[config.mk]
export PLATFORM = sky130hd
export DESIGN_NAME = spi_sclk_gen
export DESIGN_NICKNAME = d
export VERILOG_FILES = /design/src/rtl/spi_pkg.sv /design/src/rtl/spi_div_cnt.sv /design/src/rtl/spi_sclk_gen.sv
export SDC_FILE = /design/constraint.sdc
export NUM_CORES = 1
export LEC_CHECK = 0
export ABC_CLOCK_PERIOD_IN_PS = 6500
export CAP_MARGIN = 20
export CELL_PAD_IN_SITES_DETAIL_PLACEMENT = 1
export CELL_PAD_IN_SITES_GLOBAL_PLACEMENT = 1
export CORE_UTILIZATION = 45
export CTS_CLUSTER_DIAMETER = 120
export CTS_CLUSTER_SIZE = 10
export DETAILED_ROUTE_END_ITERATION = 10
export HOLD_SLACK_MARGIN = 0.06
export PLACE_DENSITY_LB_ADDON = 0.3
export SETUP_SLACK_MARGIN = 0.5
export SLEW_MARGIN = 15
export SYNTH_ARGS = -nofsm -noshare
export SYNTH_HDL_FRONTEND = slang
export SYNTH_HIERARCHICAL = 1
export SYNTH_SLANG_ARGS = --single-unit
export TNS_END_PERCENT = 50
[constraint.sdc]
create_clock -name clk -period 6.5 [get_ports clk]
set_input_delay 1.3 -clock clk [delete_from_list [all_inputs] [get_ports clk]]
set_output_delay 1.3 -clock clk [all_outputs]
set_load 0.02 [all_outputs]
[src/rtl/spi_pkg.sv]
// Shared FSM state encoding and default widths for the SPI serial-clock generator.
package spi_pkg;
  localparam int C_DIV_WIDTH = 8;
  localparam int C_NB_WIDTH  = 6;

  typedef enum logic [1:0] {
    ST_IDLE = 2'd0,
    ST_RUN  = 2'd1,
    ST_TAIL = 2'd2
  } spi_state_e;
endpackage

[src/rtl/spi_div_cnt.sv]
// Half-period down-counter: load to a value, count to zero, hold at zero; tc_o flags zero.
module spi_div_cnt
  import spi_pkg::*;
#(
  parameter int G_W = C_DIV_WIDTH
) (
  input  logic           clk_i,
  input  logic           rst_i,
  input  logic           load_i,
  input  logic [G_W-1:0] load_val_i,
  output logic           tc_o
);
  logic [G_W-1:0] cnt_q, cnt_d;

  always_comb begin
    cnt_d = cnt_q;
    if (load_i)
      cnt_d = load_val_i;
    else if (cnt_q != '0)
      cnt_d = cnt_q - 1'b1;
  end

  always_ff @(posedge clk_i) begin
    if (rst_i) cnt_q <= '0;
    else       cnt_q <= cnt_d;
  end

  assign tc_o = (cnt_q == '0);
endmodule

[src/rtl/spi_sclk_gen.sv]
// SPI SCLK generator: IDLE -> RUN (2N edges) -> TAIL (one half period) -> IDLE, with
// load/sample/shift strobes aligned to the cycle sclk shows its new level.
module spi_sclk_gen
  import spi_pkg::*;
#(
  parameter int G_DIV_WIDTH = C_DIV_WIDTH,
  parameter int G_NB_WIDTH  = C_NB_WIDTH
) (
  input  logic                   clk,
  input  logic                   rst,
  input  logic                   start,
  input  logic                   cpol,
  input  logic                   cpha,
  input  logic [G_DIV_WIDTH-1:0] clk_div,
  input  logic [G_NB_WIDTH-1:0]  nb_bits,
  output logic                   sclk,
  output logic                   load_pulse,
  output logic                   sample_pulse,
  output logic                   shift_pulse,
  output logic                   busy,
  output logic                   done
);
  spi_state_e             state_q;
  logic                   cpol_q, cpha_q;
  logic [G_DIV_WIDTH-1:0] div_q;
  // One extra bit so 2N is representable at the largest nb_bits.
  logic [G_NB_WIDTH:0]    two_n_q, edge_q, edge_nxt;
  logic                   sclk_q, load_q, samp_q, shift_q, busy_q, done_q;
  logic                   tc, accept, cnt_load;
  logic [G_DIV_WIDTH-1:0] cnt_load_val;

  assign accept       = (state_q == ST_IDLE) && start && (nb_bits != '0);
  assign cnt_load     = accept || ((state_q == ST_RUN) && tc);
  assign cnt_load_val = accept ? clk_div : div_q;
  assign edge_nxt     = edge_q + 1'b1;

  spi_div_cnt #(.G_W(G_DIV_WIDTH)) u_div_cnt (
    .clk_i      (clk),
    .rst_i      (rst),
    .load_i     (cnt_load),
    .load_val_i (cnt_load_val),
    .tc_o       (tc)
  );

  always_ff @(posedge clk) begin
    if (rst) begin
      state_q <= ST_IDLE;
      cpol_q  <= 1'b0;
      cpha_q  <= 1'b0;
      div_q   <= '0;
      two_n_q <= '0;
      edge_q  <= '0;
      sclk_q  <= 1'b0;
      load_q  <= 1'b0;
      samp_q  <= 1'b0;
      shift_q <= 1'b0;
      busy_q  <= 1'b0;
      done_q  <= 1'b0;
    end else begin
      load_q  <= 1'b0;
      samp_q  <= 1'b0;
      shift_q <= 1'b0;
      done_q  <= 1'b0;
      unique case (state_q)
        ST_IDLE: begin
          sclk_q <= cpol;
          busy_q <= 1'b0;
          if (accept) begin
            cpol_q  <= cpol;
            cpha_q  <= cpha;
            div_q   <= clk_div;
            two_n_q <= {nb_bits, 1'b0};
            edge_q  <= '0;
            busy_q  <= 1'b1;
            load_q  <= 1'b1;
            state_q <= ST_RUN;
          end
        end
        ST_RUN: begin
          if (tc) begin
            sclk_q <= ~sclk_q;
            edge_q <= edge_nxt;
            if (edge_nxt[0]) begin
              if (cpha_q) shift_q <= 1'b1;
              else        samp_q  <= 1'b1;
            end else begin
              // Leading-edge sampling has no shift after the final edge.
              if (cpha_q)                    samp_q  <= 1'b1;
              else if (edge_nxt != two_n_q)  shift_q <= 1'b1;
            end
            if (edge_nxt == two_n_q) state_q <= ST_TAIL;
          end
        end
        ST_TAIL: begin
          sclk_q <= cpol_q;
          if (tc) begin
            busy_q  <= 1'b0;
            done_q  <= 1'b1;
            state_q <= ST_IDLE;
          end
        end
        default: state_q <= ST_IDLE;
      endcase
    end
  end

  assign sclk         = sclk_q;
  assign load_pulse   = load_q;
  assign sample_pulse = samp_q;
  assign shift_pulse  = shift_q;
  assign busy         = busy_q;
  assign done         = done_q;
endmodule
==> metrics.md, run 1 <==
| Metric | Value |
|---|---|
| Gate Count Post-Synth | 227 |
| Routed Antenna Nets | 0 |
| Layout Nets | 272 |
| CTS root buffer | clkbuf_8 |
| Full die area | 4880 um2 |
| Pwr dens | 342 nW/um2 |
| Vias | 1736 |
| Port Buffers | 24 |
| Layout overhead on the synthesized area | 17.9% |
| Vias in the first global route | 1758 |
| Min Tclk post-route | 3450 ps |
| DIE HEIGHT | 69.8 um |
| Starting Density | 47.2% |
| Crit-path max FO | 14 |
| Syn Nets | 252 |
| Top_reg_cell synth | dfxtp_1 |
| Top-count cell post-synth | dfxtp_1 |
| Residual DRC | 0 |
| Non-filler instance count after layout | 300 |
| Worst vdd ir | 0.000146 V |
| Filler Cell Count | 519 |
| N_diodes | 0 |
| Share of the synthesized area in the top cell type | 37.7% |
| Switching Power | 0.000290 W |
| Buffers and inverters on the worst path | 2 |
| Postcts setup bufs | 0 |
| Crit-path max cell delay | 560 ps |
| Crit path cell chain | clkdlybuf4s50_1 -> or4_4 -> o31ai_4 -> o21ai_0 -> buf_4 -> or2_2 -> o32ai_1 |
| Clock Sinks | 39 |
| Achievable clock frequency | 290 MHz |
| Leakage | 0.917 nW |
| Drt total wl | 4.76 mm |
| Max Root-Sink Buffers | 2 |
| Sequential area share after synthesis | 37.7% |
| Clk slew on worst S/H paths | 80 ps |
| Worst path top cell family by delay | simple AND/OR/NAND/NOR gates |
| IO Count | 25 |
| Worst Path Required | 6700 ps |
| # H-tree levels | 2 |
| Crit share post-route | 53.0% |
| Post-synth top area cell | dfxtp_1 |
| CP Launch Type | input pin |
| Core box area | 4380 um2 |
| Grt total ovfl | 0 |
| First-pass GRT wire length | 8.32 mm |
| Max_cap viols | 0 |
| Max Slew Vio Count | 0 |
| Drt wl/cell | 15.9 um |
| Layout cells sized above 1 | 11.7% |
| Clock Skew | 8.38 ps |
| Clock Latency Late Sink | 290 ps |
| Library cells used by synthesis | 55 |
| Status | finished clean |
| Final setup viols | 0 |
| Dominant cells by area after synthesis | dfxtp_1 (38%), mux2i_1 (4.4%), nor2_1 (4.0%) |
| CTS Buf Count | 5 |
| Final core occ | 55.7% |
| RSZ-0062 raised after global routing | false |
| Rows | 24 |
| Hold WS | 483 ps |
| Die X | 69.8 um |
| Setup crit end kind | flip-flop |
| Post-synth EDFFs | 0 |
| Critical path class | in -> reg |
| Worst Path Arrival | 3640 ps |
| Setup_tns | 0 ps |
| Sequential Power Share | 37.4% |
| Post-CTS Hold Buffers | 0 |
| Slowest cell on crit path | or4_4 |
| Storage cell area | 781 um2 |
| Post-cts resize count | 0 |
| Clock power frac | 25.3% |
| TritonCTS clock tree | yes |
| Most frequent cells after synthesis | dfxtp_1 (39), nor2_1 (22), nand2_1 (15) |
| Int Power | 0.000545 W |
| Share of synthesized registers carrying an async set or reset | 0% |
| Slew headroom | 41.8% |
| Largest net degree at the start of global routing | 44 |
| Multi-input logic area | 1190 um2 |
| Worst Tran Pin Value | 851 ps |
| Post-DP HPWL | 3.34 mm |
| Comb pwr share | 37.3% |
| Post-synthesis cell area | 2070 um2 |
| Initial antenna violation count | 0 |
| Hold Path Class | reg -> reg |
| Placed insts | 292 |
| Number of DRC markers in iteration 0 | 75 |
| Final Hold Violating Endpoints | 0 |
| GP Congestion | 0.778 |
| Vias/cell | 5.79 |
| Yosys warning total | 6 |
| Power Total | 0.000836 W |
| Synth Area per Inst | 9.12 um2 |
| Register bit total from synthesis | 39 |
| DRT Pass-1 Iters | 4 |
| GRT Total Usage | 21.4% |
| Sw frac | 34.7% |
## layout by cell type, fill, tap and decap left out, types with 2 or more instances in the layout
cell type	netlist	routed
dfxtp_1	39	39
and3_1	2	2
buf_4	0	2
o21ai_0	7	7
a211oi_1	3	3
nor2_1	22	22
inv_1	9	9
a31oi_1	2	2
nor3b_1	2	2
a21oi_1	11	11
nor3_1	7	7
xor2_1	4	4
mux2_2	7	7
or4_4	2	2
nand2_1	15	15
nor4b_1	2	2
o32ai_1	4	4
nand4_1	2	2
clkdlybuf4s50_1	0	24
and2_1	2	2
nand3_1	4	4
a41oi_1	2	2
mux2i_1	9	9
ha_1	6	6
xnor2_1	8	8
o31ai_1	2	2
nor2b_1	11	11
nand2b_1	2	2
a311oi_1	5	5
clkbuf_8	0	6
## registers in the layout, summed over array words and instances (netlist names)
signal and cells:
div_q 8, u_div_cnt/cnt_q 8, edge_q 7, two_n_q 6, state_q 2, busy 1, cpha_q 1, cpol_q 1
done 1, load_pulse 1, sample_pulse 1, sclk 1, shift_pulse 1
## final cells by class
cell class,count,area share (%)
clock buffers,6,3.38
clock inverters,2,1.43
inverters,9,1.38
multi-input cells,166,48.7
flip-flops and latches,39,32.0
well taps,52,2.66
repair buffers,26,10.5
## tightest hold or removal path, cell delays in order, from the launching register on
cell and delay [ps]:
dfxtp_1 320, o21ai_0 70, a21oi_1 60
## final timing paths
kind                                   start  depth (start not counted)  slack, ps                               to
min                        busy$_SDFFE_PP0P_                          2        480                busy$_SDFFE_PP0P_
min reg2reg                busy$_SDFFE_PP0P_                          2        480                busy$_SDFFE_PP0P_
max                               nb_bits[1]                          7       3050  u_div_cnt/cnt_q[5]$_SDFFE_PP0P_
max reg2reg  u_div_cnt/cnt_q[3]$_SDFFE_PP0P_                          6       3800           edge_q[3]$_SDFFE_PP0P_
## logic make-up after synthesis
kind of cell / synth area share [%]
compound gates: 16.6
buf+inv: 4.83
fa+ha+maj: 3.63
flops: 37.7
xor+xnor: 5.08
mux: 8.88
simple gates: 23.3
## per-layer routing
layer | global-route usage [%] | part of all wire [%] | vias up
li1 | - | - | 850
met1 | 26.3 | 45 | 846
met2 | 36.3 | 50 | 32
met3 | 4.65 | 3.4 | 8
met4 | 8.00 | 1.4 | 0
met5 | 0 | 0 | -
## power by group through the flow
stage	Clock [W]	Sequential [W]	Combinational, W
after floorplan	0	0.000313	0.000244
after global placement	0	0.000317	0.000303
after detailed placement	0	0.000319	0.000311
after CTS	0.000216	0.000313	0.000313
after global routing	0.000226	0.000319	0.000348
final	0.000211	0.000313	0.000311
## stage by stage
step                area [um2]  setup WS, ps
finish                    2440          3050
global route              2440          2940
CTS                       2440          3070
detailed placement        2320          2760
global placement          2320          2800
floorplan                 2070          3440
Note: power is estimated with default switching activity, not from simulation.
==> run 2, diff against run 1 <==
--- a/config.mk
+++ b/config.mk
@@ -5,11 +5,11 @@
 export SDC_FILE = /design/constraint.sdc
 export NUM_CORES = 1
 export LEC_CHECK = 0
-export ABC_CLOCK_PERIOD_IN_PS = 6500
+export ABC_CLOCK_PERIOD_IN_PS = 3100
 export CAP_MARGIN = 20
 export CELL_PAD_IN_SITES_DETAIL_PLACEMENT = 1
 export CELL_PAD_IN_SITES_GLOBAL_PLACEMENT = 1
-export CORE_UTILIZATION = 45
+export CORE_UTILIZATION = 38
 export CTS_CLUSTER_DIAMETER = 120
 export CTS_CLUSTER_SIZE = 10
 export DETAILED_ROUTE_END_ITERATION = 10
==> constraint.sdc (replaced) <==
create_clock -name clk -period 3.1 [get_ports clk]
set_input_delay 0.62 -clock clk [delete_from_list [all_inputs] [get_ports clk]]
set_output_delay 0.62 -clock clk [all_outputs]
set_load 0.02 [all_outputs]
==> run 2 against run 1 <==
Effect of this change:
- clock skew grew 1.1 ps
- global-route usage is 1.5 points lower
- routed wire length rose by 4.7%
- final area up 2.4%
==> metrics.md, run 2 (synthesis gave the netlist of run 1 again) <==
| Metric | Value |
|---|---|
| GP Congestion | 0.818 |
| Routed Antenna Nets | 0 |
| Initial antenna violation count | 0 |
| Worst vdd ir | 0.000299 V |
| Buffers and inverters on the worst path | 3 |
| First-pass GRT wire length | 8.42 mm |
| Drt total wl | 4.98 mm |
| IO Count | 25 |
| Post-cts resize count | 0 |
| Max Root-Sink Buffers | 2 |
| Most common cell after layout, fill and taps aside | dfxtp_1 |
| Final Hold Violating Endpoints | 0 |
| Fin area | 2500 um2 |
| Clock Skew | 9.48 ps |
| TritonCTS clock tree | yes |
| Critical path class | in -> reg |
| Biggest regs | div_q: 8 flops, u_div_cnt/cnt_q: 8 flops, edge_q: 7 flops |
| Worst Tran Pin Value | 607 ps |
| RSZ-0062 raised after global routing | false |
| Grt total ovfl | 0 |
| Full die area | 5750 um2 |
| Crit share post-route | 79.7% |
| Post-CTS Hold Buffers | 0 |
| Max_cap viols | 0 |
| Port Buffers | 24 |
| Residual DRC | 0 |
| Die X | 75.8 um |
| Final setup viols | 0 |
| Slowest cell on crit path | or4_4 |
| Worst Path Arrival | 2670 ps |
| Hold Path Class | reg -> reg |
| GRT Total Usage | 19.9% |
| Slew headroom | 59.5% |
| Clock Latency Late Sink | 300 ps |
| DIE HEIGHT | 75.8 um |
| Hold path depth | 2 |
| Setup_tns | 0 ps |
| Vias/cell | 5.37 |
| Reg2Reg Depth | 7 |
| Worst Path Required | 3300 ps |
| CTS root buffer | clkbuf_8 |
| Crit-path max FO | 17 |
| Leakage | 0.936 nW |
| Starting Density | 40.0% |
| Crit path cell chain | clkdlybuf4s50_1 -> or4_4 -> o31ai_4 -> buf_4 -> nor2_4 -> mux2_2 -> inv_1 -> a21oi_1 -> o21a_1 |
| Layout Nets | 277 |
| Commonest non-fill, non-tap cells in the layout | dfxtp_1 (39), clkdlybuf4s50_1 (24), nor2_1 (22), nand2_1 (15) |
| R2r startpoint | edge_q[0]$_SDFFE_PP0P_ |
| Layout overhead on the synthesized area | 20.7% |
| Max Slew Vio Count | 0 |
| Status | finished clean |
| Core box area | 5170 um2 |
| Power Total | 0.00177 W |
| Setup slack, reg-to-reg | 800 ps |
| Post-DP HPWL | 3.62 mm |
| Drt wl/cell | 15.4 um |
| Crit-path max cell delay | 550 ps |
| Post-DP Area | 2380 um2 |
| Vias | 1735 |
| Largest net degree at the start of global routing | 20 |
| Achievable clock frequency | 405 MHz |
| # H-tree levels | 2 |
| Number of DRC markers in iteration 0 | 24 |
| CTS Buf Count | 5 |
| Worst path top cell family by delay | buffers and inverters |
| Setup crit end kind | flip-flop |
| CP Launch Type | input pin |
| DRT Pass-1 Iters | 4 |
| Clock Sinks | 39 |
| Min Tclk post-route | 2470 ps |
| Hold path startpoint | busy$_SDFFE_PP0P_ |
| N_diodes | 0 |
| Worst hold path endpoint | busy$_SDFFE_PP0P_ |
| Clk slew on worst S/H paths | 90 ps |
| Layout cells sized above 1 | 13.8% |
| Rows | 26 |
| Vias in the first global route | 1858 |
| R2R Path End | state_q[1]$_SDFFE_PP0P_ |
| Pwr dens | 707 nW/um2 |
| Postcts setup bufs | 0 |
==> run 2: cell type report <==
cell class	instances	area, um2
Sequential cell	39	781
Fill cell	606	2670
Tap cell	70	87.6
Inverter	9	33.8
Timing Repair Buffer	31	293
Clock inverter	3	43.8
Clock buffer	5	68.8
Multi-Input combinational cell	166	1190
==> run 2: where the power goes <==
part | internal [W] | total [W] | leakage, nW | switching (W)
Sequential | 0.000580 | 0.000657 | 0.320 | 0.0000775
Clock | 0.000240 | 0.000432 | 0.0581 | 0.000192
Combinational | 0.000322 | 0.000678 | 0.558 | 0.000356
==> run 2: routing by layer <==
metal,routed length [um],part of all wire [%],GRT usage (%),vias to the layer above
met2,2600,52,36.4,26
met3,145,2.9,5.29,8
met5,0,0,0,-
met1,2160,43,21.5,842
met4,78,1.6,8.23,0
li1,-,-,-,859
==> run 2: through the flow <==
| stage | util [%] | hold WS, ps | cells | worst slack [ps] |
|---|---|---|---|---|
| after global placement | 46.1 | 471 | 315 | 341 |
| after CTS | 48.3 | 499 | 323 | 636 |
| after detailed placement | 46.1 | 480 | 315 | 313 |
| after global routing | 48.3 | 538 | 323 | 533 |
| after floorplan | - | 461 | 227 | 716 |
| final | 48.3 | 491 | 323 | 630 |
==> run 2: worst max path at each step <==
stage	start	end	cells after the start
after floorplan	nb_bits[1]	u_div_cnt/cnt_q[0]$_SDFFE_PP0P_	5
after global placement	nb_bits[1]	u_div_cnt/cnt_q[1]$_SDFFE_PP0P_	9
after detailed placement	nb_bits[1]	u_div_cnt/cnt_q[1]$_SDFFE_PP0P_	9
after CTS	nb_bits[1]	u_div_cnt/cnt_q[1]$_SDFFE_PP0P_	9
after global routing	nb_bits[1]	u_div_cnt/cnt_q[1]$_SDFFE_PP0P_	9
final	nb_bits[1]	u_div_cnt/cnt_q[1]$_SDFFE_PP0P_	9
==> run 2: worst reg2reg max path, delay by kind of cell (launching register included) <==
kind,cells,cell delay [ps]
buf+inv,1,210
fa+ha+maj,1,360
simple gates,2,280
compound gates,3,810
flops,1,560
==> run 3, diff against run 2 <==
--- a/config.mk
+++ b/config.mk
@@ -5,11 +5,11 @@
 export SDC_FILE = /design/constraint.sdc
 export NUM_CORES = 1
 export LEC_CHECK = 0
-export ABC_CLOCK_PERIOD_IN_PS = 3100
+export ABC_CLOCK_PERIOD_IN_PS = 2300
 export CAP_MARGIN = 20
 export CELL_PAD_IN_SITES_DETAIL_PLACEMENT = 1
 export CELL_PAD_IN_SITES_GLOBAL_PLACEMENT = 1
-export CORE_UTILIZATION = 38
+export CORE_UTILIZATION = 42
 export CTS_CLUSTER_DIAMETER = 120
 export CTS_CLUSTER_SIZE = 10
 export DETAILED_ROUTE_END_ITERATION = 10
==> constraint.sdc (replaced) <==
create_clock -name clk -period 2.3 [get_ports clk]
set_input_delay 0.46 -clock clk [delete_from_list [all_inputs] [get_ports clk]]
set_output_delay 0.46 -clock clk [all_outputs]
set_load 0.02 [all_outputs]
==> run 3 against run 2 <==
Effect of this change:
- first-iteration DRC count grew to 3.4 times the previous value
- clock skew rose by 2.2 ps
- routed wire length increased by 21%
- final cell count increased by 5.3%
- sequential power increased by 37%
- critical path type unchanged
- die area down 9.3%
- worst hold slack worse by 6.9 ps
- count of clock-buffer cells in the layout up 1
==> metrics.md, run 3 (synthesis gave the netlist of run 1 again) <==
| Metric | Value |
|---|---|
| Status | finished clean |
| TritonCTS clock tree | yes |
| CTS root buffer | clkbuf_8 |
| Setup_tns | 0 ps |
| CTS Buf Count | 5 |
| GRT Total Usage | 24.0% |
| RSZ-0062 raised after global routing | true |
| Post-CTS Hold Buffers | 0 |
| Core box area | 4720 um2 |
| Layout Nets | 298 |
| Largest net degree at the start of global routing | 43 |
| Layout cells sized above 1 | 33.0% |
| Reg2Reg Depth | 7 |
| Max_cap viols | 0 |
| Clock Skew | 11.7 ps |
| Hold Path Class | in -> reg |
| Max Root-Sink Buffers | 2 |
| Setup slack, reg-to-reg | 370 ps |
| Most common cell after layout, fill and taps aside | dfxtp_1 |
| Worst Tran Pin Value | 320 ps |
| Clock Latency Late Sink | 310 ps |
| DRT Pass-1 Iters | 4 |
| CP Launch Type | input pin |
| Power Total | 0.00282 W |
| Setup crit end kind | flip-flop |
| Final Worst Setup Slack | 304 ps |
| Clock Sinks | 39 |
| N_diodes | 0 |
| Rows | 25 |
| Clk slew on worst S/H paths | 80 ps |
| Filler Cell Count | 522 |
| R2R Path End | state_q[0]$_SDFFE_PP0P_ |
| Starting Density | 43.8% |
| Leakage | 1.07 nW |
| Post-DP HPWL | 3.77 mm |
| Critical path class | in -> reg |
| Worst Path Required | 2490 ps |
| Hold WS | 484 ps |
| Non-filler instance count after layout | 340 |
| Slew headroom | 78.5% |
| Die X | 72.2 um |
| Placed insts | 325 |
| Grt total ovfl | 0 |
| Worst Path Arrival | 2190 ps |
| Worst setup endpoint | u_div_cnt/cnt_q[1]$_SDFFE_PP0P_ |
| First-pass GRT wire length | 9.43 mm |
| Port Buffers | 24 |
| # H-tree levels | 2 |
| Commonest non-fill, non-tap cells in the layout | dfxtp_1 (32), nor2_1 (22), clkdlybuf4s50_1 (20), buf_4 (20), nand2_1 (12) |
| Vias/cell | 5.57 |
| Max Slew Vio Count | 0 |
| Pre-CTS WS | -373 ps |
| Final Hold Violating Endpoints | 0 |
| Full die area | 5220 um2 |
| Pwr dens | 991 nW/um2 |
| Routed Antenna Nets | 0 |
| Layout overhead on the synthesized area | 37.5% |
| Residual DRC | 0 |
| IO Count | 25 |
| CP startpoint | nb_bits[4] |
| Initial antenna violation count | 0 |
| R2r startpoint | u_div_cnt/cnt_q[3]$_SDFFE_PP0P_ |
| Achievable clock frequency | 501 MHz |
| Number of DRC markers in iteration 0 | 81 |
| GP Congestion | 0.790 |
| Drt wl/cell | 17.7 um |
| Vias in the first global route | 1970 |
| Final setup viols | 0 |
| Worst vdd ir | 0.000540 V |
| Crit-path max FO | 5 |
| Biggest regs | div_q: 8 flops, u_div_cnt/cnt_q: 8 flops, edge_q: 7 flops |
| DIE HEIGHT | 72.2 um |
| Min Tclk post-route | 2000 ps |
| Drt total wl | 6.02 mm |
| Vias | 1895 |
| Crit share post-route | 86.8% |
==> run 3: cell types whose count changed in the layout (fill, tap and decap cells not counted), moves of 4 or more <==
cell / previous run / this run
buf_4: 7 / 20
buf_6: 0 / 7
dfxtp_1: 39 / 32
dfxtp_2: 0 / 5
clkdlybuf4s50_1: 24 / 20
o32ai_1: 4 / 0
o32ai_2: 0 / 4
==> run 3: through the flow <==
step / util, % / instance area (um2)
final: 60.3 / 2850
after global routing: 60.3 / 2850
after CTS: 57.4 / 2710
after detailed placement: 52.7 / 2490
after global placement: 52.7 / 2490
after floorplan: - / 2070
==> run 3: timing repair <==
action                                  in CTS  in global routing
resized for setup                           46                 24
cloned                                       1                  0
buffers inserted                             3                  4
pin swaps                                    7                  8
endpoints found under the setup margin      35                 35
==> run 3: cell type report <==
class | count | area (um2) | share of cell area [%]
flip-flops and latches | 39 | 795 | 27.9
clock inverters | 1 | 30.0 | 1.05
multi-input cells | 167 | 1360 | 47.8
clock buffers | 6 | 72.6 | 2.55
repair buffers | 51 | 469 | 16.5
well taps | 67 | 83.8 | 2.94
inverters | 9 | 37.5 | 1.32
==> run 3: worst min path at each step <==
stage	slack, ps	cells past startpoint	from	to
CTS	490	4	nb_bits[4]	two_n_q[5]$_SDFFE_PP0P_
finish	480	4	nb_bits[4]	two_n_q[5]$_SDFFE_PP0P_
floorplan	460	2	cpol_q$_SDFFE_PP0P_	cpol_q$_SDFFE_PP0P_
global route	520	2	busy$_SDFFE_PP0P_	busy$_SDFFE_PP0P_
global placement	470	2	busy$_SDFFE_PP0P_	busy$_SDFFE_PP0P_
detailed placement	480	2	busy$_SDFFE_PP0P_	busy$_SDFFE_PP0P_
==> run 3: routing by layer <==
metal  global-route usage [%]  vias up  routed length, um
met4                     10.9        0                161
met5                        0        -                  0
li1                         -      905                  -
met2                     41.3       57               3130
met3                     6.53       18                238
met1                     27.6      915               2500
==> run 3: worst max-delay path: stages <==
cell     delay, ps
buf_6           90
or4_4          540
o31ai_4        300
buf_6          180
nor2_4          70
mux2_4         310
inv_2           50
a21oi_2         40
o21a_1         130
==> run 3: where the power goes <==
| part | internal, W | total [W] | leakage (nW) | switching, W |
|---|---|---|---|---|
| Combinational | 0.000682 | 0.00135 | 0.698 | 0.000672 |
| Clock | 0.000318 | 0.000569 | 0.0513 | 0.000251 |
| Sequential | 0.000790 | 0.000898 | 0.323 | 0.000107 |
==> edit (config.mk and constraints of run 3) <==
Reset style: asynchronous (`rst` and `rst_i`), changed in 2 clocked blocks.
--- a/src/rtl/spi_div_cnt.sv
+++ b/src/rtl/spi_div_cnt.sv
@@ -21,5 +21,5 @@
   end
 
-  always_ff @(posedge clk_i) begin
+  always_ff @(posedge clk_i or posedge rst_i) begin
     if (rst_i) cnt_q <= '0;
     else       cnt_q <= cnt_d;
--- a/src/rtl/spi_sclk_gen.sv
+++ b/src/rtl/spi_sclk_gen.sv
@@ -43,5 +43,5 @@
   );
 
-  always_ff @(posedge clk) begin
+  always_ff @(posedge clk or posedge rst) begin
     if (rst) begin
       state_q <= ST_IDLE;
Function: differs if rst is asserted again (counterexample within 4 cycles, from zero or initial values and one cycle with rst high); with rst held inactive, the same outputs for 10 cycles.
==> edit against run 3 <==
  * Core utilization is 6.8 points higher
  * Synthesized cell count is 9.7% lower
  * Non-clock buffer count is 30 higher
  * Maximum frequency is 9.4% lower
  * Cell area is 21% higher
  * Routed wire length is 37% higher
  * Setup slack worse by 210 ps
  * Clock skew is 1.1 ps lower
  * Clock power is 13% lower
  * Synthesized area is 9.5% higher
  * Sequential cell count stayed put
  * Combinational power is 78% higher
  * Power is 44% higher
  * Critical path type is now reg2reg
==> edit: results (changes against run 3) <==
[clock_tree]
max-clock-path-buffers=2  ; unchanged
clock_latency_ps=300

[sta]
hold-worst-slack_ps=455  ; -28.8 ps
finalClockSkew_ps=10.7  ; -1.06 ps
worst_pin_slew_ps=817  ; +497 ps

[route]
routed_via_density=5.72  ; +2.6%
drt_iter0_markers=103  ; +27%
dr_wl_met2_um=4450  ; +42%
met1_length_um=3290  ; +32%
wl_um=8270  ; +37%
wl_met3_um=262  ; +10%
drt_pass1_iterations=4  ; unchanged

[grt]
gr-usage-met1_pct=34.6  ; +7.0 points
grt.met2_usage_pct=51.9  ; +11 points
grt_pass1_vias=2150  ; +9.1%
grt_pass1_wl_um=11500  ; +21%
grtUsageMet3_pct=4.63  ; -1.9 points
grt.total_usage_pct=28.3  ; +4.4 points
grt_max_degree=32  ; -26%

[logic_synthesis]
synth_common_cells=39 x dfrtp_1, 19 x mux2_4, 12 x nand2_1, 12 x nor2_1, 11 x o21ai_0
syn-num-nets=230  ; -8.7%
synth_cell_type_count=55  ; unchanged
async_reset_ff_share_pct=100  ; +100 points
synthTopCellsByArea=dfrtp_1 43%, mux2_4 13%, xnor2_1 3.9%
ys_seq_area_share_pct=43.0  ; +5.3 points
synth_ff_type=dfrtp_1

[placement]
hpwl_um=4300  ; +14%
place.gp.congestion=0.801  ; +1.3%

[status]
outcome=finished clean

[cells_and_area]
drive_gt1_share_pct=49.8  ; +17 points
finalNetCount=311  ; +4.4%
fillerInstances=537  ; +2.9%

[pwr]
power.leakage_nw=1.53  ; +42%
p_switching_mw=1.65  ; +60%
ir_drop_mv=0.573  ; +6.1%

[worst_hold_path]
hp-class=in2async

[setup_path]
r2r_end=u_div_cnt/cnt_q[7]$_DFFE_PP0P_
cpPeakStageDelay_ps=490  ; -50 ps
critPathSlowestCell=or4b_4
r2r_setup_slack_ps=100  ; -270 ps
startpoint=u_div_cnt/cnt_q[0]$_DFFE_PP0P_
rr_worst_depth=9  ; +2

[flow_run]
maxCapViolCount=0  ; unchanged

[edit: cell types whose count changed in the layout (fill, tap and decap cells not counted), moves of 5 or more]
cell and change:
nor2b_1 -10, buf_4 +20, nor2_1 -11, nand2_1 -8, dfxtp_1 -32, dfxtp_2 -5, nand2_4 +5, dfrtp_1 +39
buf_6 +9, mux2_4 +16, mux2i_1 -9
[edit: area by class of cell]
cell class                 count  area [um^2]  share of cell area, %
multi-input combinational    147         1520                   44.0
sequential                    39          976                   28.3
timing repair buffer          81          732                   21.2
tap                           70         87.6                   2.54
clock buffer                   7         76.3                   2.21
inverter                      12         52.6                   1.52
clock inverter                 1         5.00                  0.145
[edit: what timing repair did]
action / CTS / global route
setup endpoints to repair: 38 / 37
cloned: 1 / 0
resized for setup: 49 / 46
pin swaps: 14 / 14
buffers inserted: 23 / 7
[edit: stage by stage]
step | instance area (um^2) | total power, mW | cells | setup WS (ps)
final | 3450 | 4.07 | 357 | 95.8
after CTS | 3150 | 3.50 | 350 | 141
after global placement | 2770 | 2.57 | 318 | -285
after floorplan | 2320 | 2.21 | 205 | -128
after global routing | 3450 | 4.23 | 357 | 70.4
after detailed placement | 2770 | 2.66 | 318 | -367
[edit: power groups by stage]
stage / combinational (mW) / clock [mW] / sequential [mW]
after floorplan: 1.09 / 0 / 1.12
after global placement: 1.44 / 0 / 1.13
after detailed placement: 1.50 / 0 / 1.15
after CTS: 1.88 / 0.469 / 1.14
after global routing: 2.51 / 0.526 / 1.19
final: 2.40 / 0.493 / 1.17
[edit: cells by family after synthesis]
family	share of synthesized area [%]
AO/OA/AOI/OAI	16.4
flip-flops	43.0
AND/OR/NAND/NOR	13.6
buffers and inverters	4.80
adder cells (fa/ha/maj)	3.31
multiplexers	14.6
XOR/XNOR	4.25
